===== config.mk =====
export PLATFORM = sky130hd
export DESIGN_NAME = aibcr3_rxdig_modectl
export DESIGN_NICKNAME = d
export VERILOG_FILES = /design/src/rtl/aibcr3_rxdig_modectl.sv
export SDC_FILE = /design/constraint.sdc
export NUM_CORES = 1
export LEC_CHECK = 0
export CAP_MARGIN = 20
export CORE_AREA = 2 2 49 51
export DETAILED_ROUTE_END_ITERATION = 8
export DIE_AREA = 0 0 51 53
export PLACE_DENSITY = 0.69
export SLEW_MARGIN = 20
export SYNTH_ARGS = -nofsm -noshare
export SYNTH_HDL_FRONTEND = slang
export SYNTH_SLANG_ARGS = --single-unit

===== constraint.sdc =====
create_clock -name iclkin_dist -period 3.7 [get_ports iclkin_dist]
set_input_delay 0.925 -clock iclkin_dist [delete_from_list [all_inputs] [get_ports iclkin_dist]]
set_output_delay 0.925 -clock iclkin_dist [all_outputs]
set_load 0.03 [all_outputs]

===== src/rtl/aibcr3_rxdig_modectl.sv =====
// Mode sequencer for one RX digital datapath: quiesce, switch irxen, settle, release reset, flush.
// Optional macro AIBCR3_RXDIG_MODECTL_STATS_EN adds the o_switch_cnt completed-sequence counter.
module aibcr3_rxdig_modectl #(
  parameter int unsigned SETTLE_CYC = 4,
  parameter int unsigned FLUSH_CYC  = 3,
  parameter int unsigned CNT_W      = 4
) (
  input  logic       iclkin_dist,
  input  logic       irstb,
  input  logic       mode_req,
  input  logic [2:0] mode_sel,
  output logic       mode_ack,
  output logic       mode_err,
  output logic       busy,
  output logic       rx_ready,
  output logic [2:0] o_irxen,
  output logic       o_rstb
`ifdef AIBCR3_RXDIG_MODECTL_STATS_EN
  ,
  output logic [7:0] o_switch_cnt
`endif
);

  localparam logic [2:0] RXEN_DISABLE = 3'b010;

  typedef enum logic [2:0] {
    ST_IDLE,
    ST_QUIESCE,
    ST_SWITCH,
    ST_RELEASE,
    ST_READY
  } state_e;

  state_e           state_q, state_d;
  logic [CNT_W-1:0] cnt_q, cnt_d;
  logic [2:0]       tgt_q, tgt_d;
  logic [2:0]       irxen_q, irxen_d;
  logic             rstb_q, rstb_d;
  logic             rdy_q, rdy_d;
  logic             busy_q, busy_d;
  logic             ack_q, ack_d;
  logic             err_q, err_d;
  logic             err_pend_q, err_pend_d;
  logic             err_new;
  logic             accepting;
  logic             legal;

  assign accepting = (state_q == ST_IDLE) || (state_q == ST_READY);
  assign legal     = (mode_sel <= 3'b100);

  always_comb begin
    state_d    = state_q;
    cnt_d      = cnt_q;
    tgt_d      = tgt_q;
    irxen_d    = irxen_q;
    rstb_d     = rstb_q;
    rdy_d      = rdy_q;
    busy_d     = busy_q;
    ack_d      = 1'b0;
    err_new    = 1'b0;
    err_d      = 1'b0;
    err_pend_d = 1'b0;

    if (mode_req && !accepting) begin
      err_new = 1'b1;
    end

    case (state_q)
      ST_IDLE, ST_READY: begin
        if (mode_req) begin
          if (!legal) begin
            err_new = 1'b1;
          end else if (mode_sel == irxen_q) begin
            ack_d = 1'b1;
          end else begin
            tgt_d   = mode_sel;
            state_d = ST_QUIESCE;
            rstb_d  = 1'b0;
            rdy_d   = 1'b0;
            busy_d  = 1'b1;
          end
        end
      end
      ST_QUIESCE: begin
        state_d = ST_SWITCH;
        irxen_d = tgt_q;
        cnt_d   = CNT_W'(SETTLE_CYC - 1);
      end
      ST_SWITCH: begin
        if (cnt_q == '0) begin
          if (tgt_q == RXEN_DISABLE) begin
            state_d = ST_READY;
            busy_d  = 1'b0;
            ack_d   = 1'b1;
          end else begin
            state_d = ST_RELEASE;
            rstb_d  = 1'b1;
            cnt_d   = CNT_W'(FLUSH_CYC - 1);
          end
        end else begin
          cnt_d = cnt_q - CNT_W'(1);
        end
      end
      ST_RELEASE: begin
        if (cnt_q == '0) begin
          state_d = ST_READY;
          rdy_d   = 1'b1;
          busy_d  = 1'b0;
          ack_d   = 1'b1;
        end else begin
          cnt_d = cnt_q - CNT_W'(1);
        end
      end
      default: begin
        state_d = ST_IDLE;
      end
    endcase

    // A busy-strobe error landing on the completion ack is held back one cycle
    // so ack and err never pulse together.
    if (ack_d) begin
      err_pend_d = err_new | err_pend_q;
    end else begin
      err_d = err_new | err_pend_q;
    end
  end

  always_ff @(posedge iclkin_dist or negedge irstb) begin
    if (!irstb) begin
      state_q    <= ST_IDLE;
      cnt_q      <= '0;
      tgt_q      <= RXEN_DISABLE;
      irxen_q    <= RXEN_DISABLE;
      rstb_q     <= 1'b0;
      rdy_q      <= 1'b0;
      busy_q     <= 1'b0;
      ack_q      <= 1'b0;
      err_q      <= 1'b0;
      err_pend_q <= 1'b0;
    end else begin
      state_q    <= state_d;
      cnt_q      <= cnt_d;
      tgt_q      <= tgt_d;
      irxen_q    <= irxen_d;
      rstb_q     <= rstb_d;
      rdy_q      <= rdy_d;
      busy_q     <= busy_d;
      ack_q      <= ack_d;
      err_q      <= err_d;
      err_pend_q <= err_pend_d;
    end
  end

  assign mode_ack = ack_q;
  assign mode_err = err_q;
  assign busy     = busy_q;
  assign rx_ready = rdy_q;
  assign o_irxen  = irxen_q;
  assign o_rstb   = rstb_q;

`ifdef AIBCR3_RXDIG_MODECTL_STATS_EN
  logic [7:0] stat_q;

  // Only acks raised while a sequence was running count; same-mode acks occur with busy low.
  always_ff @(posedge iclkin_dist or negedge irstb) begin
    if (!irstb) begin
      stat_q <= '0;
    end else if (ack_d && busy_q && (stat_q != 8'hFF)) begin
      stat_q <= stat_q + 8'd1;
    end
  end

  assign o_switch_cnt = stat_q;
`endif

endmodule

==> impl_results.md <==
- Status: complete, no violations
- Post-DRT Antenna Nets: 0
- # H-tree levels: 1
- Setup-failing EPs final: 0
- WL/cell: between 10 and 15 um
- Maximum buffer depth of the clock tree: 2
- Clk_skew: between 0.002 and 0.0025 ns
- 1st-pass router iterations: 4
- Post-layout util: 52.0%
- Clock share of power: 11.1%
- Critical path fanouts, max: 3
- Ant. Diodes: 0
- Initial antenna violation count: 0
- Cell at the slowest stage of the critical path: clkdlybuf4s50_1
- Syn-to-layout area delta: 20.4%
- Global-route wire length before repair: 3110 um
- Top Family by Delay on Critical Path: buffers and inverters
- Final Cycle Share: ~66%
- Routability cong.: 0.823
- WHS: 0.510 ns
- Critical path required time: 2.77 ns
- Maxcap violations: 0
- Design Area, Final: around 1100 um2
- Residual DRC: 0
- Drt via density: 5.30
- CTS buffer count: 3
- Post-Syn Area per Cell: 10.9 um2
- Warnings, synthesis: 0
- Worst setup EP type: output pin
- Setup TNS: 0 ns
- WL final: 1750 um
- Min Clock Period, post-route: about 2.5 ns
- Post-detail-place hpwl: approximately 1400 um
- Leakage: 0.476 nW
- RSZ-0062 raised after global routing: no
- Mapped cell area: 928 um2
- Worst-Margin Slew: 0.794 ns
- CTS clk-pin slew, worst paths: about 0.10 ns
- DRT iter0 DRCs: 4
- Initial core utilization: between 40% and 50%
- Overall Global Routing Usage: 15.9%
- Sequential-to-total area share from yosys stat: 51.5%
- Largest stage delay, worst path: 0.67 ns
- Mapped Nets: 93
- Overflow after GRT: 0
- CP bufs+invs: 1
- CP Launch Type: flip-flop
- # fillers: 201
- Die H: roughly 53 um
- Post-Synthesis Cells: 85
- TritonCTS clock tree: yes
- Core Box Area: 2150 um2
- Logic pwr share: 47.8%
- Post-CTS sizing: 0
- P_int: 0.546 mW
- Hold/Removal Path Class: reg -> reg
- Distinct cell type count after synthesis: 31
- Crit-path cells: clkdlybuf4s50_1
- CTS Sinks: 19
- Headroom to the max-slew limit: 46.9%
- Row Count: 17
- I/O Buffers: 13
- Power density over cell area: 822 nW/um2
- Max Fclk: about 400 MHz
- #FFs+latches synth: 19
- Setup CP Type: reg -> out
- Largest net degree at the start of global routing: 20
- Design Power: 0.918 mW
- Final Net Count: between 100 and 150
- Worst-Skew Late Latency: 0.29 ns
- Maximum VDD drop: 456 uV
- Final Hold Fails: 0
- Critical path data arrival time: 1.53 ns
- IO Count: 14
- Switching share of power: 40.5%
- Multi-input combinational cell area: between 400 and 500 um2
- Die area: 2700 um2
- NetSw: 0.372 mW
- Post-CTS setup buffer count: 0
- Vias in the first global route: 705
- Share of cells above drive strength 1: 15.8%
- Hold-fix buffers, CTS: 0
- Share of power burned in registers: 41.0%
- Clk Tree Root Cell: clkbuf_4
- Placed cell area: 1090 um2
- Die width: slightly above 50 um
- Pins Over Slew Limit: 0
- Register area: 478 um2
- Vias: 684
[metrics by stage]
| stage | cells | setup WS [ns] |
|---|---|---|
| 2_1_floorplan | 85 | 1.65 |
| 3_3_place_gp | 125 | 1.11 |
| 3_5_place_dp | 125 | 1.06 |
| 4_1_cts | 129 | 1.23 |
| 5_1_grt | 129 | 1.20 |
| 6_report | 129 | 1.24 |
[per-layer routing]
layer / part of all wire, % / wire length [um] / vias to the layer above / global-route usage (%)
met5: 0 / 0 / - / 0
met1: 46 / 797 / 326 / 19.1
met3: 3.3 / 58 / 5 / 3.67
met4: 2.3 / 40 / 0 / 10.4
li1: - / - / 338 / -
met2: 49 / 855 / 15 / 25.5
[cell usage after synthesis]
library cell  number  area, um2
a21oi_1            5       25.0
a22oi_1            1       7.51
a311oi_2           1       15.0
a31oi_1            1       6.26
and2_4             1       8.76
clkbuf_1           1       3.75
dfrtp_1           17        425
dfstp_2            2       52.6
ha_1               2       25.0
inv_1              6       22.5
mux2_2             3       33.8
mux2_4             3       45.0
nand2_1            5       18.8
nand2b_1           1       6.26
nand3_1            3       15.0
nor2_1             6       22.5
nor2b_1            2       12.5
nor3_1             2       10.0
nor3b_1            2       15.0
nor4_1             1       6.26
o21a_1             3       22.5
o21ai_0            2       10.0
o22ai_1            3       18.8
o2bb2ai_1          3       26.3
o32ai_1            1       8.76
o41ai_1            1       8.76
or2_2              1       6.26
or3_1              1       6.26
or3b_1             1       8.76
or3b_2             1       8.76
xnor2_1            3       26.3
[path summary, 6_finish.rpt]
check	end	cells after the start	start	slack, ns
max reg2reg	cnt_q[1]	6	cnt_q[0]	1.92
min reg2reg	rx_ready	1	rx_ready	0.51
min	rx_ready	1	rx_ready	0.51
max in group asynchronous	o_irxen[2]	1	irstb	2.13
min in group asynchronous	cnt_q[3]	1	irstb	1.08
max	o_irxen[1]	1	o_irxen[1]	1.24
[power by group through the flow]
stage | clock (mW) | combinational [mW] | sequential [mW]
after floorplan | 0 | 0.242 | 0.433
after global placement | 0 | 0.431 | 0.379
after detailed placement | 0 | 0.440 | 0.381
after CTS | 0.105 | 0.442 | 0.377
after global routing | 0.118 | 0.479 | 0.390
final | 0.102 | 0.439 | 0.377
[cell families (layout without fill, tap and decap cells)]
kind of cell | Yosys count | in the layout | share of synthesized area, %
flip-flops | 19 | 19 | 51.5
adder cells (fa/ha/maj) | 2 | 2 | 2.69
AND/OR/NAND/NOR | 27 | 27 | 15.6
multiplexers | 6 | 6 | 8.49
XOR/XNOR | 3 | 3 | 2.83
AO/OA/AOI/OAI | 21 | 21 | 16.0
buffers and inverters | 7 | 23 | 2.83
[area by class of cell]
cell class	count	area share (%)
flip-flops and latches	19	42.8
multi-input cells	59	38.0
repair buffers	13	11.6
well taps	28	3.14
clock buffers	3	2.02
inverters	6	2.02
clock inverters	1	0.448
[flip-flops by register name, summed over array words and instances (netlist names)]
name	count
err_pend_q	1
o_rstb	1
tgt_q	3
state_q	3
rx_ready	1
busy	1
mode_err	1
o_irxen	3
mode_ack	1
cnt_q	4
[layout by cell type, fill, tap and decap left out, drive strengths merged, types with 2 or more instances in the layout]
cell type	count
clkdlybuf4s50	13
nor3b	2
or3b	2
nand3	3
o21ai	2
inv	6
a21oi	5
nor2	6
dfstp	2
nand2	5
nor3	2
dfrtp	17
xnor2	3
o2bb2ai	3
nor2b	2
o21a	3
ha	2
mux2	6
o22ai	3
clkbuf	3
Note: power is estimated with default switching activity, not from simulation.
